## config.mk

```make
export PLATFORM = sky130hd
export DESIGN_NAME = mux4_rr_select
export DESIGN_NICKNAME = d
export VERILOG_FILES = /design/src/rtl/mux4_rr_select_pkg.sv /design/src/rtl/mux4_rr_select_rr_pick4.sv /design/src/rtl/mux4_rr_select.sv
export SDC_FILE = /design/constraint.sdc
export NUM_CORES = 1
export LEC_CHECK = 0
export ABC_AREA = 1
export BUFFER_PORTS_ARGS = -buffer_cell sky130_fd_sc_hd__buf_2
export CAP_MARGIN = 10
export CORE_MARGIN = 2
export CORE_UTILIZATION = 57
export CTS_CLUSTER_DIAMETER = 150
export DETAILED_ROUTE_END_ITERATION = 8
export GPL_ROUTABILITY_DRIVEN = 0
export PLACE_DENSITY = 0.87
export SYNTH_ARGS = -nofsm -noshare
export SYNTH_HDL_FRONTEND = slang
export SYNTH_SLANG_ARGS = --single-unit
```

## constraint.sdc

```tcl
create_clock -name CLK -period 2.3 [get_ports CLK]
set_input_delay 0 -clock CLK [delete_from_list [all_inputs] [get_ports CLK]]
set_output_delay 0 -clock CLK [all_outputs]
set_load 0.02 [all_outputs]
```

## src/rtl/mux4_rr_select_pkg.sv

```systemverilog
// Shared definitions for the round-robin 4:1 mux select generator.
// Channel and counter widths, FSM encoding and the select-to-grant decode.
package mux4_rr_select_pkg;

   localparam int N_CH  = 4;
   localparam int SEL_W = 2;
   localparam int CNT_W = 8;

   typedef enum logic {
      ST_IDLE  = 1'b0,
      ST_GRANT = 1'b1
   } state_t;

   function automatic logic [N_CH-1:0] onehot4(input logic [SEL_W-1:0] sel);
      onehot4 = 4'b0001 << sel;
   endfunction

endpackage

```

## src/rtl/mux4_rr_select_rr_pick4.sv

```systemverilog
// Combinational round-robin picker: first requesting channel at or after PTR.
// Shared by the idle arbitration and the back-to-back re-arbitration on release.
module rr_pick4
   import mux4_rr_select_pkg::*;
(
   input  logic [N_CH-1:0]  REQ,
   input  logic [SEL_W-1:0] PTR,
   output logic [SEL_W-1:0] o_win,
   output logic             o_any
);

   logic [SEL_W-1:0] w_idx;

   // NOTE: every output of a combinational block gets a default first so no path infers a latch.
   always_comb begin
      o_win = PTR;
      w_idx = PTR;
      // Walk from farthest to nearest so the closest requester to PTR is written last and wins.
      for (int k = N_CH - 1; k >= 0; k--) begin
         w_idx = PTR + SEL_W'(k);
         if (REQ[w_idx]) begin
            o_win = w_idx;
         end
      end
   end

   assign o_any = |REQ;

endmodule

```

## src/rtl/mux4_rr_select.sv

```systemverilog
// Round-robin select generator for a 4:1 mux: registered select, one-hot grant,
// hold-until-acknowledge handshake and a hold timeout that forces a release.
module mux4_rr_select
   import mux4_rr_select_pkg::*;
#(
   parameter int unsigned TIMEOUT = 255
)
(
   input  logic             CLK,
   input  logic             ASYNCRESETN,
   input  logic [N_CH-1:0]  REQ,
   input  logic             ADV,
   output logic [SEL_W-1:0] S,
   output logic [N_CH-1:0]  GNT,
   output logic             VALID,
   output logic             TO
);

   localparam logic [CNT_W-1:0] TO_LAST = CNT_W'((TIMEOUT == 0) ? 0 : TIMEOUT - 1);
   localparam logic             TO_EN   = (TIMEOUT != 0);

   state_t           r_state, w_state_nxt;
   logic [SEL_W-1:0] r_ptr, w_ptr_nxt;
   logic [CNT_W-1:0] r_cnt, w_cnt_nxt;
   logic [SEL_W-1:0] r_s, w_s_nxt;
   logic [N_CH-1:0]  r_gnt, w_gnt_nxt;
   logic             r_to, w_to_nxt;

   logic             w_grant;
   logic             w_adv;
   logic             w_timeout;
   logic             w_release;
   logic [SEL_W-1:0] w_ptr_inc;
   logic [SEL_W-1:0] w_pick_ptr;
   logic [SEL_W-1:0] w_win;
   logic             w_any;

   assign w_grant    = (r_state == ST_GRANT);
   assign w_adv      = w_grant && ADV;
   assign w_timeout  = TO_EN && w_grant && !ADV && (r_cnt == TO_LAST);
   assign w_release  = w_adv || w_timeout;
   assign w_ptr_inc  = r_s + 2'd1;
   // On release the search starts past the channel just served, matching the pointer update.
   assign w_pick_ptr = w_grant ? w_ptr_inc : r_ptr;

   rr_pick4 u_pick (
      .REQ   (REQ),
      .PTR   (w_pick_ptr),
      .o_win (w_win),
      .o_any (w_any)
   );

   always_comb begin
      w_state_nxt = r_state;
      w_ptr_nxt   = r_ptr;
      w_cnt_nxt   = r_cnt;
      w_s_nxt     = r_s;
      w_gnt_nxt   = r_gnt;
      w_to_nxt    = w_timeout;

      case (r_state)
         ST_IDLE: begin
            w_gnt_nxt = '0;
            if (w_any) begin
               w_state_nxt = ST_GRANT;
               w_s_nxt     = w_win;
               w_gnt_nxt   = onehot4(w_win);
               w_cnt_nxt   = '0;
            end
         end
         ST_GRANT: begin
            if (w_release) begin
               w_ptr_nxt = w_ptr_inc;
               w_cnt_nxt = '0;
               if (w_any) begin
                  w_s_nxt   = w_win;
                  w_gnt_nxt = onehot4(w_win);
               end else begin
                  w_state_nxt = ST_IDLE;
                  w_gnt_nxt   = '0;
               end
            end else if (r_cnt != '1) begin
               w_cnt_nxt = r_cnt + 1'b1;
            end
         end
         default: begin
            w_state_nxt = ST_IDLE;
            w_gnt_nxt   = '0;
         end
      endcase
   end

   // NOTE: sequential state uses non-blocking assignments so every register samples pre-edge values.
   always_ff @(posedge CLK or negedge ASYNCRESETN) begin
      if (!ASYNCRESETN) begin
         r_state <= ST_IDLE;
         r_ptr   <= '0;
         r_cnt   <= '0;
         r_s     <= '0;
         r_gnt   <= '0;
         r_to    <= 1'b0;
      end else begin
         r_state <= w_state_nxt;
         r_ptr   <= w_ptr_nxt;
         r_cnt   <= w_cnt_nxt;
         r_s     <= w_s_nxt;
         r_gnt   <= w_gnt_nxt;
         r_to    <= w_to_nxt;
      end
   end

   assign S     = r_s;
   assign GNT   = r_gnt;
   assign VALID = w_grant;
   assign TO    = r_to;

endmodule

```

==> results by group <==
Yosys
  • Post-synthesis compound-gate area fraction: 9.02%
  • Post-Synth Simple-Gate Area: between 30% and 40%
  • Mux cell area share after synthesis: 0%
  • Post-synth EDFFs: 0
  • Post-Synthesis Cells: 175
  • Adder-Cell Fraction of Synth Area: 2.00%
  • Top post-synthesis cells by area: dfrtp_1 (36%), nand2_1 (21%), nand3_1 (8.0%)
  • Synth top area share: 36.1%
  • Post-synth net total: 184
  • FF+latch count, synth: 18
  • Synth warn: 0
  • Leading area contributor after synthesis: dfrtp_1
  • Mapped Area: 1250 um2
  • Synth cell types: 28
  • Post-synth ARST share: 100%
  • XOR/XNOR Fraction of Synth Area: under 10%
  • Mapped Avg Cell Area: 7.14 um2
  • Largest family of logic cells by synthesized area: simple AND/OR/NAND/NOR gates
  • Sequential share of the synthesized area: 36.1%
  • Ys flop type: dfrtp_1

Timing
  • Hold Fails Final Rpt: 0
  • Period minus WS final: 1.90 ns
  • Final period util: 82.7%
  • Max Slew Vio Count: 0
  • Min Hold Slack: 0.0742 ns
  • F_max: 526 MHz
  • RSZ-0062 raised after global routing: false
  • Max_slew headroom: 72.2%
  • Setup slack after layout: 0.397 ns
  • Slew @ Worst Pin: 0.416 ns
  • Setup Viol. Count Final: 0
  • Total negative setup slack: 0 ns
  • Clk_skew: slightly above 0.005 ns

Die
  • Die span in x: 50.8 um
  • I/O pin count: 15
  • Core area: between 2000 and 2500 um2
  • Die Area: 2580 um2
  • Starting Density: between 60% and 70%
  • Row count: 16
  • Die Y: 50.8 um

Power and ir drop
  • Sw power: 0.726 mW
  • Pleak: 0.736 nW
  • Net Sw Frac: 49.4%
  • Share of total power in the clock network: 13.4%
  • Flop pwr share: 30.6%
  • Int Pwr: approximately 0.74 mW
  • Comb power frac: 56.0%
  • Worst IR Drop VDD: roughly 0.00082 V
  • Pwr dens: 1050 nW/um2

Placement
  • Dpl hpwl: 2070 um
  • DP Worst Slack: 0.293 ns
  • I/O Buffers: 14

Critical path
  • Worst EP arrival: 2.09 ns
  • Setup crit end kind: register
  • Worst Path Max Fanout: 8
  • Critical Path RT: 2.49 ns
  • CP startpoint kind: register
  • WS Path Type: register to register

Route
  • DRC: 0
  • DR pass1 iterations: 4
  • Total wire length: around 2600 um
  • Routed vias/inst: around 5.3
  • WL per Instance: 12.0 um
  • Drt initial violations: 54
  • Via count: 1176
  • Final antenna-violating net count: 0

Layout
  • Final antenna diode count: 0
  • Fillers: about 170
  • Multi-input logic area: 689 um2
  • Sequential Area: roughly 450 um2
  • Layout cells sized above 1: 19.1%
  • Area grow syn2layout: 12.3%
  • Nets: a little over 200

Hold path
  • Worst hold-check path type: primary input to register

Clock tree
  • Setup Buffers After CTS: 0
  • Clk pin slew, worst setup/hold paths: 0.10 ns
  • Worst-Skew Late Latency: 0.30 ns
  • Clock buffer depth: 2
  • Inserted Clock Buffers: 3
  • Root buffer cell: clkbuf_4
  • CTS HTree Levels: 1
  • CTS tree: done
  • Clock sink count: 18

Run status
  • Status: completed

Global route
  • Overall Global Routing Usage: 24.5%
  • Met3 usage: 8.33%
  • GR Layer Usage met2: between 30% and 40%
  • Vias in the first global route: 1153
  • Antenna violations before repair: 0
  • Global-route wire length before repair: 4840 um
  • Gr busiest metal: met2
  • Total gr overflow: 0
  • Met1 usage: 32.5%
  • Largest net degree at the start of global routing: 19

Flow run
  • Max_cap viols: 0
==> area by class of cell <==
| class | instances | share of cell area (%) |
|---|---|---|
| sequential | 18 | 32.2 |
| timing repair buffer | 17 | 6.96 |
| clock buffer | 4 | 2.59 |
| multi-input combinational | 132 | 49.2 |
| tap | 27 | 2.41 |
| inverter | 23 | 6.69 |
==> power by group through the flow <==
stage                     clock (mW)  sequential, mW  combinational (mW)
after floorplan                    0           0.489               0.589
after global placement             0           0.447               0.764
after detailed placement           0           0.452               0.802
after CTS                      0.203           0.445               0.809
after global routing           0.215           0.456               0.956
final                          0.197           0.449               0.822
==> worst paths after layout <==
check | start | to | slack (ns) | depth (start not counted)
min in group asynchronous | ASYNCRESETN | r_ptr[1] | 0.15 | 2
min reg2reg | GNT[0] | GNT[0] | 0.50 | 2
max | r_cnt[0] | r_cnt[1] | 0.40 | 11
max in group asynchronous | ASYNCRESETN | VALID | 1.84 | 2
max reg2reg | r_cnt[0] | r_cnt[1] | 0.40 | 11
min | REQ[2] | VALID | 0.07 | 4
==> metal layers <==
metal / up-vias / wire, um
met4: 0 / 7
met3: 2 / 182
met2: 44 / 1140
li1: 600 / -
met1: 530 / 1310
met5: - / 0
==> cells in the mapped netlist (2+ instances only) <==
| cell | count |
|---|---|
| xnor2_1 | 3 |
| xor2_1 | 3 |
| nand3_2 | 2 |
| o31ai_1 | 3 |
| o21ai_1 | 4 |
| nand2_1 | 69 |
| o21ai_0 | 3 |
| buf_6 | 2 |
| clkinv_1 | 2 |
| inv_1 | 15 |
| ha_1 | 2 |
| dfrtp_1 | 18 |
| nand4_1 | 2 |
| nor3_1 | 5 |
| nand2_2 | 4 |
| nor2_1 | 4 |
| inv_2 | 4 |
| nand3_1 | 20 |
==> through the flow <==
step           area (um2)  cells  total power [mW]  util, %
6_report             1400    221              1.47     69.4
5_1_grt              1400    221              1.63     69.4
4_1_cts              1390    221              1.46     68.9
3_5_place_dp         1340    215              1.25     66.2
3_3_place_gp         1340    215              1.21     66.2
2_1_floorplan        1250    175              1.08        -
==> cell usage in the layout, fill, tap and decap left out, types with 2 or more instances in the layout <==
cell / instances
o21ai_0: 3
o31ai_1: 3
dfrtp_1: 17
nand2_2: 4
nand2_1: 69
dlygate4sd3_1: 2
nand4_1: 2
xor2_1: 3
clkbuf_4: 3
o21ai_1: 4
inv_1: 15
nor2_1: 4
buf_2: 14
ha_1: 2
nand3_1: 20
clkinv_1: 2
inv_2: 4
nand3_2: 2
nor3_1: 5
xnor2_1: 3
==> cell families (layout without fill, tap and decap cells) <==
family                     Yosys count  in the layout
DFF                                 18             18
xor gates and xnor gates             6              6
buffers and inverters               25             44
and+or+nand+nor                    110            110
adders and majority gates            2              2
AOI/OAI and AO/OA                   14             14
==> state kept, by name (all words and copies together), names as in the netlist <==
register and cells:
S 2, GNT 4, TO 1, r_ptr 2, r_cnt 8, VALID 1
==> critical path, cell delays in order (launching register included) <==
cell and delay [ns]:
dfrtp_1 0.40, inv_1 0.12, ha_1 0.20, nand3_2 0.10
a21oi_4 0.24, inv_2 0.11, nand2_4 0.10, inv_4 0.06
a22oi_4 0.22, inv_2 0.10, nand2_1 0.08, o31ai_1 0.07
==> timing repair <==
action                     in CTS  in global routing
hold endpoints to repair       19                  0
gates resized for setup         0                  2
hold buffers                    2                  0
setup endpoints to repair       0                  4
Power figures use the tool's default switching activity.
